### config.mk
export PLATFORM = sky130hd
export DESIGN_NAME = agc_ctrl
export DESIGN_NICKNAME = d
export VERILOG_FILES = /design/src/rtl/agc_ctrl_pkg.sv /design/src/rtl/agc_ctrl_win_cnt.sv /design/src/rtl/agc_ctrl.sv
export SDC_FILE = /design/constraint.sdc
export NUM_CORES = 1
export LEC_CHECK = 0
export BUFFER_PORTS_ARGS = -buffer_cell sky130_fd_sc_hd__buf_2
export CORE_MARGIN = 3
export CORE_UTILIZATION = 41
export DETAILED_ROUTE_END_ITERATION = 10
export REMOVE_ABC_BUFFERS = 1
export SYNTH_ARGS = -nofsm -noshare
export SYNTH_HDL_FRONTEND = slang
export SYNTH_SLANG_ARGS = --single-unit
### constraint.sdc
create_clock -name clk -period 1.8 [get_ports clk]
set_input_delay 0.36 -clock clk [delete_from_list [all_inputs] [get_ports clk]]
set_output_delay 0.36 -clock clk [all_outputs]
set_load 0.03 [all_outputs]
### src/rtl/agc_ctrl_pkg.sv
// -----------------------------------------------------------------------------
// agc_ctrl_pkg
// Shared definitions for the windowed AGC controller and the level-meter block:
// FSM state encodings, default thresholds and the hang counter width.
// -----------------------------------------------------------------------------
package agc_ctrl_pkg;

    typedef enum logic [1:0] {
        ST_ACC    = 2'd0,
        ST_CAPT   = 2'd1,
        ST_DECIDE = 2'd2
    } agc_state_t;

    localparam int DEF_PW        = 7;
    localparam int DEF_GW        = 6;
    localparam int DEF_WIN_LOG2  = 10;
    localparam int DEF_HANG      = 4;
    localparam int DEF_HI_TH     = 96;
    localparam int DEF_LO_TH     = 48;
    localparam int DEF_GAIN_INIT = 32;

    // HANG is limited to 0..15
    localparam int HANG_W = 4;

endpackage

### src/rtl/agc_ctrl_win_cnt.sv
// -----------------------------------------------------------------------------
// agc_ctrl_win_cnt
// Free-running window counter.  It advances on enabled clocks and wraps
// naturally at 2**WIN_LOG2-1.  win_end flags the last enabled clock of a window.
// Ports:
//   clk      in   master clock
//   rst      in   asynchronous, active-low reset
//   en       in   count enable
//   win_end  out  en & (count == all ones), combinational
// -----------------------------------------------------------------------------
module agc_ctrl_win_cnt
    import agc_ctrl_pkg::*;
#(
    parameter int WIN_LOG2 = DEF_WIN_LOG2
) (
    input  logic clk,
    input  logic rst,
    input  logic en,
    output logic win_end
);

    logic [WIN_LOG2-1:0] wcnt;

    always_ff @(posedge clk or negedge rst) begin
        if (!rst) begin
            wcnt <= '0;
        end else if (en) begin
            wcnt <= wcnt + 1'b1;
        end
    end

    assign win_end = en && (wcnt == '1);

endmodule

### src/rtl/agc_ctrl.sv
// -----------------------------------------------------------------------------
// agc_ctrl
// Windowed AGC controller downstream of the peak-magnitude detector.  At each
// window end it latches the detector peak, clears the detector and steps the
// gain index: fast attack on high peaks, hang then slow decay on low peaks.
// Ports:
//   clk       in   master clock
//   rst       in   asynchronous, active-low reset
//   en        in   window counter advance enable
//   hold      in   freeze gain/hang (windows and peak capture continue)
//   peak      in   current maximum from detector
//   pk_clr    out  detector clear, high during reset and during CAPT
//   pk_q      out  peak latched at last window end
//   gain      out  gain index
//   gain_vld  out  one-clock pulse after each gain decision
//   ovl       out  last latched peak was full scale
//
// state  | meaning
// -------+-----------------------------------------------------------
// ACC    | detector accumulating, waiting for window end
// CAPT   | detector cleared, peak latched into pk_q
// DECIDE | gain/hang updated from pk_q unless hold
// -----------------------------------------------------------------------------
module agc_ctrl
    import agc_ctrl_pkg::*;
#(
    parameter int PW        = DEF_PW,
    parameter int GW        = DEF_GW,
    parameter int WIN_LOG2  = DEF_WIN_LOG2,
    parameter int HANG      = DEF_HANG,
    parameter int HI_TH     = DEF_HI_TH,
    parameter int LO_TH     = DEF_LO_TH,
    parameter int GAIN_INIT = DEF_GAIN_INIT
) (
    input  logic          clk,
    input  logic          rst,
    input  logic          en,
    input  logic          hold,
    input  logic [PW-1:0] peak,
    output logic          pk_clr,
    output logic [PW-1:0] pk_q,
    output logic [GW-1:0] gain,
    output logic          gain_vld,
    output logic          ovl
);

    localparam logic [PW-1:0]     HI_V    = PW'(HI_TH);
    localparam logic [PW-1:0]     LO_V    = PW'(LO_TH);
    localparam logic [GW-1:0]     GINIT_V = GW'(GAIN_INIT);
    localparam logic [HANG_W-1:0] HANG_V  = HANG_W'(HANG);

    agc_state_t        state;
    agc_state_t        state_nxt;
    logic              win_end;
    logic [HANG_W-1:0] hang_cnt;

    logic              pk_clr_nxt;
    logic [PW-1:0]     pk_q_nxt;
    logic              ovl_nxt;
    logic [GW-1:0]     gain_nxt;
    logic              gain_vld_nxt;
    logic [HANG_W-1:0] hang_nxt;

    agc_ctrl_win_cnt #(
        .WIN_LOG2 (WIN_LOG2)
    ) u_win_cnt (
        .clk     (clk),
        .rst     (rst),
        .en      (en),
        .win_end (win_end)
    );

    // state and registered outputs
    always_ff @(posedge clk or negedge rst) begin
        if (!rst) begin
            state    <= ST_ACC;
            pk_clr   <= 1'b1;
            pk_q     <= '0;
            ovl      <= 1'b0;
            gain     <= GINIT_V;
            gain_vld <= 1'b0;
            hang_cnt <= HANG_V;
        end else begin
            state    <= state_nxt;
            pk_clr   <= pk_clr_nxt;
            pk_q     <= pk_q_nxt;
            ovl      <= ovl_nxt;
            gain     <= gain_nxt;
            gain_vld <= gain_vld_nxt;
            hang_cnt <= hang_nxt;
        end
    end

    always_comb begin
        state_nxt = state;
        case (state)
            ST_ACC:    if (win_end) state_nxt = ST_CAPT;
            ST_CAPT:   state_nxt = ST_DECIDE;
            ST_DECIDE: state_nxt = ST_ACC;
            default:   state_nxt = ST_ACC;
        endcase
    end

    // Next values for the registered outputs; pk_clr is registered from
    // state_nxt so it is high exactly during the CAPT cycle.
    always_comb begin
        pk_clr_nxt   = (state_nxt == ST_CAPT);
        pk_q_nxt     = pk_q;
        ovl_nxt      = ovl;
        gain_nxt     = gain;
        gain_vld_nxt = 1'b0;
        hang_nxt     = hang_cnt;
        case (state)
            ST_CAPT: begin
                pk_q_nxt = peak;
                ovl_nxt  = (peak == '1);
            end
            ST_DECIDE: begin
                if (!hold) begin
                    gain_vld_nxt = 1'b1;
                    if (pk_q >= HI_V) begin
                        gain_nxt = (gain < GW'(2)) ? '0 : gain - GW'(2);
                        hang_nxt = HANG_V;
                    end else if (pk_q < LO_V) begin
                        if (hang_cnt == '0) begin
                            gain_nxt = (gain == '1) ? gain : gain + GW'(1);
                        end else begin
                            hang_nxt = hang_cnt - HANG_W'(1);
                        end
                    end else begin
                        hang_nxt = HANG_V;
                    end
                end
            end
            default: ;
        endcase
    end

endmodule

==> results of run 1 <==
## placed cells by master (no fill, tap or decap), types with 2 or more instances in the layout
cell and instances:
a211o_1 2, a21o_1 2, a21oi_1 4, a2bb2oi_1 2, and4b_1 2, buf_2 26
buf_4 17, clkbuf_1 2, clkbuf_8 6, dfrtp_1 29, dfstp_2 3, ha_1 4
inv_1 6, inv_2 2, mux2_2 9, nand2_1 13, nand3_1 6, nand4_1 6
nor2_1 10, nor3_1 3, nor4_1 2, o21ai_0 10, o31ai_1 2, or3_1 2
or3b_4 2, xnor2_1 6, xor2_1 3
## metrics by stage
step	setup WS [ns]	std cells
2_1_floorplan	-0.1267	147
4_1_cts	-0.05632	245
6_report	-0.09060	246
3_5_place_dp	-0.1479	235
5_1_grt	-0.1569	246
3_3_place_gp	-0.1193	235
## worst reg2reg max path, stage by stage, from the launching register on
cell and delay [ns]:
dfrtp_1 0.38, inv_2 0.06, ha_2 0.17, or3b_4 0.38
o21a_4 0.21, or2_4 0.28, mux2_4 0.30
## cell type report
cell class,instances,area [um^2],area share
tap,48,60.06,0.02941
multi-input combinational,107,799.5,0.3915
timing repair buffer,43,257.7,0.1262
sequential,32,804.5,0.3940
clock buffer,8,90.09,0.04412
inverter,8,30.03,0.01471
## cells in the mapped netlist
master | number | area share
or3b_4 | 2 | 0.014
nor2_1 | 10 | 0.023
a211o_1 | 2 | 0.011
nand3_1 | 6 | 0.018
a2bb2oi_1 | 2 | 0.011
o41ai_4 | 1 | 0.017
and2_1 | 1 | 0.0038
a2111oi_0 | 1 | 0.0054
o21a_4 | 1 | 0.0092
a21oi_1 | 4 | 0.012
a22oi_1 | 1 | 0.0046
inv_1 | 7 | 0.016
nor4_1 | 2 | 0.0077
nand4b_1 | 1 | 0.0054
a21o_1 | 2 | 0.0092
and2b_1 | 1 | 0.0046
inv_2 | 1 | 0.0023
nor3_1 | 3 | 0.0092
a21o_2 | 1 | 0.0054
o211a_1 | 1 | 0.0061
or2_1 | 1 | 0.0038
a31oi_1 | 1 | 0.0038
ha_1 | 5 | 0.038
o21ai_0 | 10 | 0.031
nand4_1 | 6 | 0.023
dfstp_2 | 3 | 0.048
clkbuf_1 | 3 | 0.0069
mux2_4 | 1 | 0.0092
mux2_2 | 9 | 0.062
or2_2 | 1 | 0.0038
o31ai_1 | 3 | 0.014
buf_6 | 1 | 0.0069
xor2_1 | 3 | 0.016
nand2_1 | 13 | 0.030
and4b_1 | 2 | 0.012
xnor2_1 | 6 | 0.032
or3_1 | 2 | 0.0077
a211o_2 | 1 | 0.0061
o22a_1 | 1 | 0.0054
dfrtp_1 | 29 | 0.44
## how the worst min path moves through the flow
stage,start,end,slack [ns]
after CTS,rst,gain[4]$_DFFE_PN0P_,0.16
after global routing,rst,gain[4]$_DFFE_PN0P_,0.17
after floorplan,rst,gain[0]$_DFFE_PN0P_,0.06
after detailed placement,rst,gain[4]$_DFFE_PN0P_,0.46
final,rst,gain[4]$_DFFE_PN0P_,0.13
after global placement,rst,gain[4]$_DFFE_PN0P_,0.45
## power by group through the flow
stage	combinational (mW)	clock (mW)	sequential (mW)
2_1_floorplan	0.117	0	0.875
6_report	0.163	0.557	0.885
3_5_place_dp	0.166	0	0.896
5_1_grt	0.189	0.613	0.899
4_1_cts	0.168	0.577	0.885
3_3_place_gp	0.157	0	0.888
## cell families after synthesis
group / after synthesis
and+or+nand+nor: 51
AOI/OAI and AO/OA: 32
DFF: 32
buffers and inverters: 12
muxes: 10
xor gates and xnor gates: 9
adders and majority gates: 5
## state kept, by name, indices dropped and copies added, names as in the netlist
signal / flops
u_win_cnt.wcnt: 10
pk_q: 7
gain: 6
hang_cnt: 4
state: 2
gain_vld: 1
ovl: 1
pk_clr: 1
## repair_timing
item	in CTS	in global routing
setup endpoints to repair	6	6
resized for setup	3	4
setup buffers	2	1
pin swaps	2	3
## metal layers
layer / global-route usage / vias up / share of wire
li1: - / 636 / -
met2: 0.2828 / 32 / 0.55
met1: 0.1824 / 650 / 0.40
met5: 0 / - / 0
met3: 0.04956 / 6 / 0.042
met4: 0.06074 / 0 / 0.013
==> metrics, run 1 <==
Final Util 0.5455; final setup vio count 4; max incr delay on CP 0.38 ns; core area 3744 um^2; GRT Total Usage 0.1613; final slew viol count 0; Post-Synth Adder-Cell Area 0.03834; family with the most delay on the worst path simple AND/OR/NAND/NOR gates; Residual DRC 0; post-synthesis register bit count 32; Initial DRC Count 95; Ys Warns 0; CP max FO 6; pwr dens 786.0 nW/um^2; Hold Vio Cnt, Final 0; share of layout cells above drive strength 1 0.3788; CP endpoint kind flip-flop; CTS Root Cell clkbuf_8; failing checks negative setup slack; Tot Pwr 1.605 mW; first-pass GRT wire length 6299 um; CP endpoint gain[1]$_DFFE_PN0P_; setup TNS -0.2533 ns; Initial Util 0.4358; Worst Reg2Reg Path Length in Cells 6; Pint 1.196 mW; Area after DPL 1904 um^2; pin count of the biggest net entering global routing 33; Pleak 0.9800 nW; startpoint types flip-flop; die height 69.08 um; Setup Skew 0.008158 ns; Max Clk Rate 0.5289 GHz; Mapped Avg Cell Area 10.81 um^2; worst hold path class in2async; initial antenna violation count 0; Worst slew margin 0.5285; Synth Instances 151; Post-CTS Hold Buffers 0; sw frac 0.2547; Ports 27; CP cell instances inv_2 > ha_2 > or3b_4 > o21a_4 > or2_4 > mux2_4; cell area after synthesis 1632 um^2; Area growth, synth to finish 25.15%; Peak VDD IR 590.9 uV; Max Root-Sink Buffers 2; Post-DP HPWL 2576 um; number of global-route vias before repair 1379; Synth Area in Simple Gates 0.1664; Diodes inserted 0; fin crit share 1.050; WP depth 6; Synth Area in Compound Gates 0.1503; Critical Path AT 2.05 ns; Initial DRT Pass Iterations 6; GRT overflow 0; H-tree depth 2; port bufs 26; Post-Synth XOR/XNOR Area 0.04831; Nets 213; Clk network pwr share 0.347; synth unique cells 40; clock slew at reported path FFs 0.07 ns; die area 4772 um^2; CTS Sinks 32; critical path startpoint hang_cnt[0]$_DFFE_PN0P_; Critical Path RT 1.96 ns; WL/cell 14.28 um; GPL Wtd Cong 0.9048; CTS tree built; Vias 1324; largest family of logic cells by synthesized area simple AND/OR/NAND/NOR gates; Rows 22; Buf/Inv on CP 1; Die W 69.08 um; mux share of post-synthesis cell area 0.07132; clock latency at the later pin of the worst-skew pair 0.28 ns; slowest CP cell dfrtp_1; WS Path Type reg2reg; FF-to-FF setup slack -0.09 ns; outcome finished with violations; Sw Pwr 408.8 uW; Reg power frac 0.551; Post-Layout Inst Area 2042 um^2; worst r2r src hang_cnt[0]$_DFFE_PN0P_; RSZ-0062 raised after global routing true; Routed WL 3513 um; Final ANT Viol Nets 0; register area share after synthesis 0.4931; Gate power share 0.101; max_cap viols 0; post-route worst setup slack -0.09060 ns; final period demand of the worst path 1.891 ns; Fillers 361; routed vias/inst 5.382; Worst-Margin Slew 0.7072 ns; worst hold slack 0.1270 ns; cts bufs inserted 5; worst reg2reg path endpoint gain[1]$_DFFE_PN0P_
Power figures use the tool's default switching activity.
==> run 2: changes to the inputs <==
==> constraint.sdc (replaced) <==
create_clock -name clk -period 2.2 [get_ports clk]
set_input_delay 0.44 -clock clk [delete_from_list [all_inputs] [get_ports clk]]
set_output_delay 0.44 -clock clk [all_outputs]
set_load 0.03 [all_outputs]
==> metrics, run 2 (synthesized netlist as in run 1, its figures left out) <==
most flop-heavy register u_win_cnt.wcnt; Worst-Margin Slew 0.6967 ns (-0.01049 ns); max_cap viols 0 (unchanged); FF/Latch Area 804.5 um^2 (unchanged); most frequent cells in the layout 29 x dfrtp_1, 26 x buf_2, 13 x nand2_1, 10 x nor2_1, 10 x o21ai_0; RSZ-0062 raised after global routing false; core area 3744 um^2 (unchanged); Final Util 0.5094 (-0.03610); FF-to-FF setup slack 0.17 ns (+0.26 ns); Routed WL 3225 um (-8.2%); WL/cell 14.02 um (-1.8%); Initial Util 0.4358 (unchanged); Pleak 0.9000 nW (-8.2%); GRT Total Usage 0.1482 (-0.01313); Max Root-Sink Buffers 2 (unchanged); Area growth, synth to finish 16.87%; GPL Wtd Cong 0.8598 (-5.0%); Post-DP HPWL 2454 um (-4.7%); CTS Root Cell clkbuf_8; startpoint types flip-flop; Gate power share 0.098 (-0.003); share of layout cells above drive strength 1 0.3022 (-0.07659); sw frac 0.2466 (-0.008095); H-tree depth 2 (unchanged); Rows 22 (unchanged); Clk network pwr share 0.362 (+0.015); clock slew at reported path FFs 0.06 ns (about the same); final slew viol count 0 (unchanged); commonest non-fill, non-tap cell in the layout dfrtp_1; DP Worst Slack 0.1810 ns (+0.3289 ns); cts bufs inserted 5 (unchanged); final setup vio count 0 (-4); final period demand of the worst path 2.034 ns (+0.1435 ns); Vias 1198 (-9.5%); Final ANT Viol Nets 0 (unchanged); CTS tree built; Initial DRC Count 71 (-25%); Reg power frac 0.539 (-0.012); initial antenna violation count 0 (unchanged); GRT overflow 0 (unchanged); pin count of the biggest net entering global routing 33 (unchanged); setup TNS 0 ns (+0.2533 ns); number of global-route vias before repair 1223 (-11%); Residual DRC 0 (unchanged); dpl cells 222 (-5.5%); Diodes inserted 0 (unchanged); Peak VDD IR 486.1 uV (-18%); Post-CTS Hold Buffers 0 (unchanged); Critical Path AT 2.20 ns (+0.15 ns); Setup Skew 0.004941 ns (-0.003217 ns); die height 69.08 um (unchanged); routed vias/inst 5.209 (-3.2%); Max Clk Rate 0.4916 GHz (-7.1%); biggest regs u_win_cnt.wcnt (10), pk_q (7), gain (6); PostCTS Resize Cnt 0 (-3); Post-CTS Setup Inserts 0 (-2); Die W 69.08 um (unchanged); clock latency at the later pin of the worst-skew pair 0.28 ns (about the same); Fillers 371 (+2.8%); worst hold path class in2async; area of the multi-input gates 774.5 um^2 (-3.1%); Initial DRT Pass Iterations 4 (-2); port bufs 26 (unchanged); outcome finished clean; post-route worst setup slack 0.1659 ns (+0.2565 ns); first-pass GRT wire length 5651 um (-10%); fin crit share 0.9246 (-0.1257); fin cells 230 (-6.5%); worst hold slack 0.2056 ns (+0.07857 ns); Ports 27 (unchanged); Worst slew margin 0.5355 (+0.006991); die area 4772 um^2 (unchanged); Hold Vio Cnt, Final 0 (unchanged); CP endpoint kind flip-flop; max FFs per register 10 (unchanged); pwr dens 702.1 nW/um^2 (-11%); Critical Path RT 2.36 ns (+0.40 ns); Nets 197 (-7.5%); CP max FO 6 (unchanged); WS Path Type reg2reg; Sw Pwr 330.1 uW (-19%); Pint 1.009 mW (-16%); CTS Sinks 32 (unchanged)
[run 2: final timing paths]
| path | from | end | depth (start not counted) |
|---|---|---|---|
| worst min register to register | u_win_cnt.wcnt[8]$_DFFE_PN0P_ | u_win_cnt.wcnt[8]$_DFFE_PN0P_ | 1 |
| max in group asynchronous | rst | u_win_cnt.wcnt[5]$_DFFE_PN0P_ | 1 |
| worst min-delay path | rst | gain[0]$_DFFE_PN0P_ | 1 |
| worst max register to register | hang_cnt[0]$_DFFE_PN0P_ | gain[1]$_DFFE_PN0P_ | 6 |
| worst max-delay path | hang_cnt[0]$_DFFE_PN0P_ | gain[1]$_DFFE_PN0P_ | 6 |
| min in group clk | peak[0] | pk_q[0]$_DFFE_PN0P_ | 2 |
[run 2: area by class of cell]
type | instances | area share
well taps | 48 | 0.03150
inverters | 8 | 0.01575
flip-flops and latches | 32 | 0.4219
multi-input cells | 107 | 0.4062
repair buffers | 27 | 0.07218
clock buffers | 8 | 0.05249
[run 2: power groups by stage]
| stage | Combinational, mW | Sequential [mW] | Clock [mW] |
|---|---|---|---|
| 6_report | 0.132 | 0.722 | 0.485 |
| 5_1_grt | 0.156 | 0.733 | 0.530 |
| 4_1_cts | 0.136 | 0.722 | 0.504 |
| 3_5_place_dp | 0.136 | 0.731 | 0 |
| 3_3_place_gp | 0.128 | 0.727 | 0 |
| 2_1_floorplan | 0.0955 | 0.716 | 0 |
[run 2: worst max-delay path, cell delays in order, from the launching register on]
cell	delay, ns
dfrtp_1	0.40
inv_1	0.07
ha_1	0.18
or3b_4	0.41
o21a_4	0.22
or2_1	0.32
mux2_4	0.32
[run 2: per-layer routing]
layer | GRT usage | up-vias | share of wire | routed length [um]
met1 | 0.1614 | 569 | 0.42 | 1348
met4 | 0.06074 | 0 | 0.014 | 44
met5 | 0 | - | 0 | 0
met2 | 0.2606 | 20 | 0.52 | 1690
met3 | 0.05102 | 6 | 0.044 | 141
li1 | - | 603 | - | -
[run 2: through the flow]
| stage | power [mW] | area (um^2) |
|---|---|---|
| floorplan | 0.8115 | 1609 |
| global placement | 0.8548 | 1807 |
| detailed placement | 0.8672 | 1807 |
| CTS | 1.362 | 1907 |
| global route | 1.419 | 1907 |
| finish | 1.339 | 1907 |
==> run 3: changes to the inputs <==
--- a/config.mk
+++ b/config.mk
@@ -6,10 +6,9 @@
 export NUM_CORES = 1
 export LEC_CHECK = 0
 export BUFFER_PORTS_ARGS = -buffer_cell sky130_fd_sc_hd__buf_2
-export CORE_MARGIN = 3
 export CORE_UTILIZATION = 41
 export DETAILED_ROUTE_END_ITERATION = 10
-export REMOVE_ABC_BUFFERS = 1
 export SYNTH_ARGS = -nofsm -noshare
 export SYNTH_HDL_FRONTEND = slang
 export SYNTH_SLANG_ARGS = --single-unit
+export TNS_END_PERCENT = 20
==> metrics, run 3 (synthesized netlist as in run 1, its figures left out) <==
Die W 65.08 um (-5.8%); setup TNS 0 ns (unchanged); Final ANT Viol Nets 0 (unchanged); Routed WL 3211 um (-0.43%); WS Path Type reg2reg; final slew viol count 0 (unchanged); slowest CP cell or3b_4; port bufs 26 (unchanged); Setup Skew 0.003839 ns (-0.001102 ns); WL/cell 14.02 um (about the same); Worst slew margin 0.5373 (+0.001800); max FFs per register 10 (unchanged); Peak VDD IR 470.4 uV (-3.2%); max incr delay on CP 0.42 ns (about the same); CP cell instances inv_1 > ha_1 > or3b_4 > o21a_4 > or2_1 > mux2_4; Initial DRC Count 117 (+65%); DP Worst Slack 0.1771 ns (-0.003841 ns); startpoint types flip-flop; Post-DP HPWL 2347 um (-4.4%); max_cap viols 0 (unchanged); Critical Path RT 2.36 ns (about the same); clock slew at reported path FFs 0.06 ns (about the same); CTS tree built; Initial DRT Pass Iterations 4 (unchanged); final period demand of the worst path 2.044 ns (+0.009700 ns); pin count of the biggest net entering global routing 33 (unchanged); Ports 27 (unchanged); Max Root-Sink Buffers 2 (unchanged); share of layout cells above drive strength 1 0.2928 (-0.009380); Post-CTS Hold Buffers 0 (unchanged); CTS Root Cell clkbuf_8; Critical Path AT 2.20 ns (about the same); Vias 1259 (+5.1%); most frequent cells in the layout 29 x dfrtp_1, 26 x buf_2, 13 x nand2_1, 10 x nor2_1, 10 x o21ai_0; Worst-Margin Slew 0.6940 ns (-0.002700 ns); CP max FO 6 (unchanged); Diodes inserted 0 (unchanged); RSZ-0062 raised after global routing false; die height 65.08 um (-5.8%); biggest regs u_win_cnt.wcnt (10), pk_q (7), gain (6); Max Clk Rate 0.4893 GHz (-0.47%); Rows 22 (unchanged); final setup vio count 0 (unchanged); Pleak 0.8886 nW (-1.3%); Residual DRC 0 (unchanged); GRT overflow 0 (unchanged); worst hold path class in2async; Fillers 350 (-5.7%); fin crit share 0.9290 (+0.004409); Nets 196 (-0.51%); FF/Latch Area 804.5 um^2 (unchanged); worst r2r src hang_cnt[0]$_DFFE_PN0P_; first-pass GRT wire length 5609 um (-0.74%); core area 3744 um^2 (unchanged); most flop-heavy register u_win_cnt.wcnt; Area growth, synth to finish 15.80%; area of the multi-input gates 774.5 um^2 (unchanged); Post-CTS Setup Inserts 0 (unchanged); routed vias/inst 5.498 (+5.6%); GRT Total Usage 0.1740 (+0.02587); clock latency at the later pin of the worst-skew pair 0.27 ns (about the same); commonest non-fill, non-tap cell in the layout dfrtp_1; post-route worst setup slack 0.1562 ns (-0.009700 ns); GPL Wtd Cong 0.9156 (+6.5%); outcome finished clean; Initial Util 0.4358 (unchanged); initial antenna violation count 0 (unchanged); number of global-route vias before repair 1305 (+6.7%); critical path startpoint hang_cnt[0]$_DFFE_PN0P_; PostCTS Resize Cnt 0 (unchanged); Mapped Nets 167; die area 4235 um^2 (-11%); cts bufs inserted 5 (unchanged); CP endpoint kind flip-flop; H-tree depth 2 (unchanged); CTS Sinks 32 (unchanged); pwr dens 689.7 nW/um^2 (-1.8%); Hold Vio Cnt, Final 0 (unchanged)
==> run 3: changes by cell type in the layout (fill, tap and decap cells not counted) <==
| cell | delta |
|---|---|
| buf_4 | -1 |
| clkbuf_1 | +1 |
| clkbuf_8 | -1 |
==> run 3: cell type report <==
type	count	share of cell area
timing repair buffer	26	0.06887
tap	48	0.03179
inverter	8	0.01589
multi-input combinational	107	0.4099
clock buffer	8	0.04768
sequential	32	0.4258
==> run 3: critical path: cells and delay by family (launching register included) <==
family,cells,cell delay (ns)
adder cells (fa/ha/maj),1,0.18
buffers and inverters,1,0.07
multiplexers,1,0.32
AND/OR/NAND/NOR,2,0.74
AO/OA/AOI/OAI,1,0.23
flip-flops,1,0.40
==> run 3: worst paths after layout <==
kind | end | slack, ns | depth (start not counted)
worst max-delay path | gain[1]$_DFFE_PN0P_ | 0.16 | 6
worst min-delay path | pk_q[5]$_DFFE_PN0P_ | 0.20 | 1
worst max register to register | gain[1]$_DFFE_PN0P_ | 0.16 | 6
worst min register to register | u_win_cnt.wcnt[8]$_DFFE_PN0P_ | 0.48 | 1
max in group asynchronous | u_win_cnt.wcnt[7]$_DFFE_PN0P_ | 1.54 | 1
min in group clk | pk_q[3]$_DFFE_PN0P_ | 0.41 | 2
==> run 3: through the flow <==
step | hold slack (ns) | cell area (um^2) | cells | total power, mW | util
2_1_floorplan | 0.1444 | 1632 | 151 | 0.8115 | -
3_3_place_gp | 0.4582 | 1799 | 221 | 0.8532 | 0.4806
3_5_place_dp | 0.4650 | 1799 | 221 | 0.8628 | 0.4806
4_1_cts | 0.2268 | 1889 | 229 | 1.329 | 0.5047
5_1_grt | 0.2699 | 1889 | 229 | 1.380 | 0.5047
6_report | 0.2031 | 1889 | 229 | 1.303 | 0.5047
==> run 3: power breakdown <==
| group | internal (mW) | switching [mW] |
|---|---|---|
| Sequential | 0.653 | 0.0661 |
| Clock | 0.255 | 0.196 |
| Combinational | 0.0713 | 0.0622 |
==> run 3: metal layers <==
layer	up-vias	wire [um]	track usage
met4	0	108	0.09239
li1	601	-	-
met5	-	0	0
met2	44	1592	0.3060
met3	15	128	0.04577
met1	599	1382	0.1899
